$ cat src/rtl/uart_tx.sv
// 8N1 UART transmitter with a small input FIFO and a valid/ready write side.
// tx_sig comes straight from a flop and idles high.
module uart_tx #(
  parameter int unsigned DATA_WIDTH = 8,
  parameter int unsigned BAUD_RATE  = 115200,
  parameter int unsigned CLK_FREQ   = 100_000_000,
  parameter int unsigned FIFO_DEPTH = 4
) (
  input  logic                  clk,
  input  logic                  rstn,
  input  logic [DATA_WIDTH-1:0] sensor_data,
  input  logic                  sensor_valid,
  output logic                  sensor_ready,
  output logic                  tx_sig,
  output logic                  tx_busy
);

  localparam int unsigned PulseWidth = CLK_FREQ / BAUD_RATE;
  localparam int unsigned CntW = (PulseWidth > 1) ? $clog2(PulseWidth) : 1;
  localparam int unsigned PtrW = $clog2(FIFO_DEPTH);
  localparam int unsigned IdxW = (DATA_WIDTH > 1) ? $clog2(DATA_WIDTH) : 1;

  localparam logic [CntW-1:0] LastCnt   = CntW'(PulseWidth - 1);
  localparam logic [IdxW-1:0] LastIdx   = IdxW'(DATA_WIDTH - 1);
  localparam logic [PtrW:0]   FullCount = FIFO_DEPTH[PtrW:0];

  typedef enum logic [1:0] {StIdle, StStart, StData, StStop} state_e;

  state_e                state_q, state_d;
  logic [CntW-1:0]       cnt_q, cnt_d;
  logic [IdxW-1:0]       idx_q, idx_d;
  logic [DATA_WIDTH-1:0] shift_q, shift_d;
  logic                  tx_q, tx_d;
  logic [PtrW-1:0]       wr_ptr_q, wr_ptr_d, rd_ptr_q, rd_ptr_d;
  logic [PtrW:0]         count_q, count_d;
  logic [DATA_WIDTH-1:0] mem_q [FIFO_DEPTH];

  logic fifo_empty, fifo_full, push, pop, bit_end;

  assign fifo_empty   = (count_q == '0);
  assign fifo_full    = (count_q == FullCount);
  assign sensor_ready = !fifo_full;
  // A full FIFO refuses writes even when a pop happens on the same edge.
  assign push         = sensor_valid && !fifo_full;
  assign tx_sig       = tx_q;
  assign tx_busy      = (state_q != StIdle) || !fifo_empty;

  always_comb begin
    state_d = state_q;
    cnt_d   = cnt_q;
    idx_d   = idx_q;
    shift_d = shift_q;
    tx_d    = tx_q;
    pop     = 1'b0;
    bit_end = (cnt_q == LastCnt);
    unique case (state_q)
      StIdle: begin
        cnt_d = '0;
        tx_d  = 1'b1;
        if (!fifo_empty) begin
          pop     = 1'b1;
          shift_d = mem_q[rd_ptr_q];
          state_d = StStart;
          tx_d    = 1'b0;
        end
      end
      StStart: begin
        if (bit_end) begin
          cnt_d   = '0;
          idx_d   = '0;
          state_d = StData;
          tx_d    = shift_q[0];
        end else begin
          cnt_d = cnt_q + CntW'(1);
        end
      end
      StData: begin
        if (bit_end) begin
          cnt_d = '0;
          if (idx_q == LastIdx) begin
            state_d = StStop;
            tx_d    = 1'b1;
          end else begin
            shift_d = shift_q >> 1;
            idx_d   = idx_q + IdxW'(1);
            tx_d    = shift_d[0];
          end
        end else begin
          cnt_d = cnt_q + CntW'(1);
        end
      end
      StStop: begin
        if (bit_end) begin
          cnt_d = '0;
          // Chain straight into the next frame when more data is queued.
          if (!fifo_empty) begin
            pop     = 1'b1;
            shift_d = mem_q[rd_ptr_q];
            state_d = StStart;
            tx_d    = 1'b0;
          end else begin
            state_d = StIdle;
            tx_d    = 1'b1;
          end
        end else begin
          cnt_d = cnt_q + CntW'(1);
        end
      end
      default: state_d = StIdle;
    endcase
  end

  always_comb begin
    wr_ptr_d = push ? wr_ptr_q + PtrW'(1) : wr_ptr_q;
    rd_ptr_d = pop  ? rd_ptr_q + PtrW'(1) : rd_ptr_q;
    count_d  = count_q;
    unique case ({push, pop})
      2'b10:   count_d = count_q + (PtrW + 1)'(1);
      2'b01:   count_d = count_q - (PtrW + 1)'(1);
      default: count_d = count_q;
    endcase
  end

  always_ff @(posedge clk or negedge rstn) begin
    if (!rstn) begin
      state_q  <= StIdle;
      cnt_q    <= '0;
      idx_q    <= '0;
      shift_q  <= '0;
      tx_q     <= 1'b1;
      wr_ptr_q <= '0;
      rd_ptr_q <= '0;
      count_q  <= '0;
    end else begin
      state_q  <= state_d;
      cnt_q    <= cnt_d;
      idx_q    <= idx_d;
      shift_q  <= shift_d;
      tx_q     <= tx_d;
      wr_ptr_q <= wr_ptr_d;
      rd_ptr_q <= rd_ptr_d;
      count_q  <= count_d;
    end
  end

  // Storage needs no reset; occupancy is tracked by count_q.
  always_ff @(posedge clk) begin
    if (push) begin
      mem_q[wr_ptr_q] <= sensor_data;
    end
  end

endmodule

$ cat config.mk
export PLATFORM = sky130hd
export DESIGN_NAME = uart_tx
export DESIGN_NICKNAME = d
export VERILOG_FILES = /design/src/rtl/uart_tx.sv
export SDC_FILE = /design/constraint.sdc
export NUM_CORES = 1
export LEC_CHECK = 0
export BUFFER_PORTS_ARGS = -buffer_cell sky130_fd_sc_hd__buf_2
export CORE_ASPECT_RATIO = 1.4
export CORE_MARGIN = 2
export CORE_UTILIZATION = 49
export CTS_BUF_LIST = sky130_fd_sc_hd__clkbuf_16
export CTS_CLUSTER_SIZE = 30
export DETAILED_ROUTE_END_ITERATION = 7
export PLACE_DENSITY = 0.66
export SLEW_MARGIN = 40
export SYNTH_ARGS = -nofsm -noshare
export SYNTH_HDL_FRONTEND = slang
export SYNTH_SLANG_ARGS = --single-unit
$ cat constraint.sdc
create_clock -name clk -period 5.3 [get_ports clk]
set_input_delay 1.325 -clock clk [delete_from_list [all_inputs] [get_ports clk]]
set_output_delay 1.325 -clock clk [all_outputs]
set_load 0.02 [all_outputs]
Yosys cells after proc, flatten, opt, wreduce, memory -nomap -nowiden --
Memories as Yosys holds them, arrays and structs flattened. Index checks and enable logic that the tools add are counted.
Word-level totals: flip-flop bits (word level) 31, RAM bits 32, output and inout port bits 3, logic and storage cells 74, memories kept 1
Memory list:
- mem_q | words 4, bits a word 8, read ports 1, clocked after memory_dff 0, write ports 1, RTL line 36 | logic [DATA_WIDTH-1:0] mem_q [FIFO_DEPTH];
Operators by class: add/sub/neg operators 6, eq/ne operators 14, muxes and demuxes 30, reduce and logical (&&, ||, !) cells 15
Operators with widths (number):
- 8-bit two-way mux | 4
- 8-bit one-hot mux with 3 select lines | 1
- 10-bit one-hot mux with 2 select lines | 1
- 2-bit inequality test, second input constant | 6
- 3-bit one-hot mux with 2 select lines | 2
- 10-bit by 1-bit adder with 10-bit output, second input constant | 1
- 10-bit equality test, second input constant | 1
- 1-bit two-way mux | 10
- 10-bit two-way mux | 1
- 2-bit two-way mux | 5
- 3-bit two-way mux | 3
- 2-bit one-hot mux with 4 select lines | 1
- 4-bit AND reduction | 2
- 3-bit by 1-bit adder with 3-bit output, second input constant | 2
- 2-bit equality test, second input constant | 3
- 3-bit equality test, second input constant | 2
- 2-bit nonzero test | 3
- 5-bit AND reduction | 1
- 2-bit by 1-bit adder with 2-bit output, second input constant | 2
- 2-bit by 1-bit equality test with 1-bit output, second input constant | 2
- 1-bit one-hot mux with 4 select lines | 1
- 3-bit logical NOT | 1
- 3-bit AND reduction | 1
- 3-bit nonzero test | 1
- other kinds (7) | 8

Logic depth before layout (Yosys ltp) --
depth after elaboration 6, depth in mapped cells 9

Worst setup path after synthesis --
No wires, ideal clock.
kind in2reg, start point in sensor_valid, end point reg count_q[2], library setup time 0.125 ns, arrival 2.462 ns, required time 5.175 ns, setup slack 2.713 ns, cell stages on the path 7, path through and2_1 -> inv_1 -> ha_1 -> fa_1 -> xnor2_1 -> nor2_1 -> xor2_1
On the way: cells in the longest elaborated chain, start to end 3, elaborated cells between the ends (all ways) 5, those cells by class eq/ne: 2; mux: 1; reduce/logical: 2
RTL lines:
- start: declaration | RTL line 12 | input logic sensor_valid,
- 1-bit logical AND (*) | RTL line 44 | assign push = sensor_valid && !fifo_full;
- 2-bit by 1-bit equality test with 1-bit output or 2-bit equality test (tied branches) | RTL line 117 | unique case ({push, pop})
- 3-bit one-hot mux with 2 select lines or 2-bit nonzero test (tied branches)
- end signal: assignment | RTL line 142 | count_q <= count_d;
- end: declaration | RTL line 35 | logic [PtrW:0] count_q, count_d;
Every way passes the cells marked *; elsewhere a longest branch is shown, timed or not. A chain may end at the register's enable or synchronous reset.

Worst setup path after layout --
start point reg count_q[0], end point out tx_busy
On the way: cells in the longest elaborated chain, start to end 3
RTL lines:
- 3-bit logical NOT | RTL line 40 | assign fifo_empty = (count_q == '0);
- 1-bit logical NOT
- 1-bit logical OR | RTL line 46 | assign tx_busy = (state_q != StIdle) || !fifo_empty;
- end: declaration | RTL line 15 | output logic tx_busy
Every way passes these cells.

==> flow_summary_export.csv <==
group,metric,value,unit
clock_network,cts_buffers,9,
logic_synthesis,yosys.area.top_type,"edfxtp_1",
detailed_routing,post-route-drc-count,0,
floorplan,placementRows,33,
global_route,grt_use_total,16.0,%
clock_network,cts_tree,"yes",
clock_network,root_buffer,"clkbuf_16",
worst_setup_path,required,3.97,ns
outcome,status,"finished, final reports clean",
logic_synthesis,synth_top_area_share,32.8,%
global_route,overflow,0,
finish,multi_input_area,1120,µm²
global_route,antenna_found_initial,0,
power,ir_drop,0.000371,V
clock_network,clock_sinks,63,
worst_hold_path,hold_path_class,"reg2reg",
clock_network,clk_pin_slew,0.05,ns
clock_network,clock_latency,0.32,ns
placed_design,place_hpwl,3320,µm
placed_design,placed_area,3040,µm²
finish,seq_area,1740,µm²
sta,fin_setup_tns,0,ns
sta,hold_viol,0,
logic_synthesis,synthDistinctLibCells,40,
logic_synthesis,postSynthCellCount,196,
logic_synthesis,synth_fp_nets,221,
sta,max_freq,0.356,GHz
worst_setup_path,startpoint,"count_q[0]",
finish,diodes,0,
floorplan,die_h,95.4,µm
logic_synthesis,async_flop_share,49.2,%
finish,syn_to_final_growth,15.7,%
floorplan,ios,14,
global_route,grt_pass1_vias,1729,
sta,fin_crit_sh,53.1,%
worst_setup_path,cp-end-kind,"primary output",
power,pwr-share-clk,30.7,%
floorplan,dieArea,6610,µm²
power,intPower,1520,µW
worst_setup_path,crit_chain,"nor3_1 > nand2_1 > buf_2",
detailed_routing,vias,1644,
clock_network,hold_buffers,0,
clock_network,max-clock-path-buffers,2,
floorplan,core,5820,µm²
finish,layout-drive-gt1-share,27.9,%
worst_hold_path,hp-start,"cnt_q[0]",
placed_design,gp_congestion,0.765,
logic_synthesis,synth_ff_type,"edfxtp_1",
global_route,grt_pass1_wl,7970,µm
power,p_per_area,644,nW/µm²
sta,finClkSkew,0.00487,ns
sta,rsz0062_at_grt,"false",
finish,final_area,3390,µm²
power,comb_power_share,33.3,%
clock_network,cts_resized,0,
worst_setup_path,critPathKind,"reg2out",
power,p_seq_share,36.0,%
logic_synthesis,ys_warn_count,0,
floorplan,start_util,50.2,%
logic_synthesis,synth_most_common_cell,"edfxtp_1",
logic_synthesis,synth.area.top_cells,"edfxtp_1 33%, dfrtp_1 26%, mux4_2 6.2%, ha_1 5.6%, mux2_2 4.2%",
worst_setup_path,crit_arrival,1.49,ns
worst_setup_path,max_stage_delay,0.44,ns
global_route,grt_max_degree,32,
sta,layout_min_cycle_time,2.81,ns
power,switching_share,30.3,%
detailed_routing,wl,4720,µm
sta,maxSlewViolCount,0,
logic_synthesis,ys_ff_latch,63,
power,power,2180,µW
detailed_routing,avgRoutedWirePerCell,16.3,µm
logic_synthesis,synth_edf_count,32,
floorplan,die_w,69.3,µm
sta,relSlewSlack,54.7,%
detailed_routing,first_iter_violations,75,
logic_synthesis,netlist_top_cells_count,"32 x edfxtp_1, 30 x dfrtp_1, 16 x nor2_1",
worst_setup_path,cp-start-kind,"register",
detailed_routing,drt_first_pass_iters,4,
sta,worst-slew-pin-transition,0.679,ns
placed_design,io_buffer_count,13,
detailed_routing,drtAntennaViolNets,0,
power,leakage,0.00139,µW
power,p_switching,661,µW
finish,fill_cells,459,
clock_network,htree_levels,3,
sta,setup_violations,0,
flow_run,drv_cap,0,
finish,nets,239,
logic_synthesis,syn_area_per_cell,14.9,µm²
logic_synthesis,syn_area,2930,µm²
logic_synthesis,seq_area_frac_synth,59.4,%
worst_setup_path,crit_slowest_cell,"dfrtp_1",
worst_setup_path,path_max_fanout,5,
detailed_routing,viasPerCell,5.69,
clock_network,cts_setup_buffers,0,
worst_setup_path,r2r-start,"cnt_q[0]",
==> per-layer routing <==
metal  vias up  share of wire, %  GRT usage, %
li1        766                 -             -
met2        28                53          28.3
met4         0               1.7          7.35
met5         -                 0             0
met1       843                42          17.2
met3         7               3.7          5.71
==> kinds of logic after synthesis <==
family | Yosys count | share of synthesized area [%]
adders and majority gates | 14 | 6.24
AOI/OAI and AO/OA | 14 | 3.81
and+or+nand+nor | 50 | 9.28
buffers and inverters | 13 | 2.22
xor gates and xnor gates | 14 | 4.19
muxes | 28 | 14.8
DFF | 63 | 59.4
==> final timing paths <==
| path | end | slack, ns | cells past startpoint |
|---|---|---|---|
| min in group asynchronous | cnt_q[2] | 1.04 | 1 |
| worst max-delay path | tx_busy | 2.49 | 3 |
| worst min register to register | cnt_q[0] | 0.51 | 1 |
| worst max register to register | count_q[1] | 2.81 | 7 |
| worst min-delay path | cnt_q[0] | 0.51 | 1 |
| max in group asynchronous | idx_q[1] | 3.82 | 1 |
==> through the flow <==
step	instances	worst slack [ns]	hold WS [ns]	util, %
final	289	2.49	0.506	58.2
after global routing	289	2.34	0.526	58.2
after CTS	289	2.46	0.515	58.2
after detailed placement	273	2.53	0.494	52.2
after global placement	273	2.56	0.492	52.2
after floorplan	196	2.71	0.476	-
==> power groups by stage <==
stage / sequential (µW) / clock, µW / combinational (µW)
floorplan: 740 / 0 / 644
global placement: 784 / 0 / 696
detailed placement: 795 / 0 / 731
CTS: 788 / 682 / 733
global route: 805 / 699 / 804
finish: 786 / 669 / 726
==> critical path, delay by kind of cell, from the launching register on <==
kind | cells | cell delay [ns]
AND/OR/NAND/NOR | 2 | 0.54
flip-flops | 1 | 0.44
buffers and inverters | 1 | 0.18
==> cells in the final DEF (no fill, tap or decap), types with 2 or more instances in the layout <==
master / Yosys / layout
bufinv_16: 0 / 3
a21oi_1: 3 / 3
nand3_1: 5 / 5
a22o_1: 2 / 2
nand4_1: 3 / 3
nor2b_1: 2 / 2
nor2_1: 16 / 16
mux4_2: 8 / 8
nor3_1: 5 / 5
dfrtp_1: 30 / 30
o21ai_0: 3 / 3
xnor2_1: 6 / 6
xor2_1: 8 / 8
inv_1: 7 / 7
buf_2: 1 / 13
mux2_2: 11 / 11
nand2_1: 4 / 4
edfxtp_1: 32 / 32
mux2_4: 8 / 8
clkbuf_16: 0 / 9
clkinvlp_4: 0 / 3
ha_1: 13 / 13
and3_1: 6 / 6
==> state kept, by name, indices dropped and copies added (netlist names) <==
register / count
mem_q: 32
cnt_q: 10
shift_q: 8
count_q: 3
idx_q: 3
rd_ptr_q: 2
state_q: 2
wr_ptr_q: 2
tx_sig: 1
==> layout make-up <==
class	count	share of cell area (%)
inverter	7	0.776
timing repair buffer	13	1.92
clock buffer	9	6.65
sequential	63	51.3
tap	70	2.59
multi-input combinational	120	33.1
clock inverter	7	3.58
No activity file was read; power rests on OpenSTA's default activity.
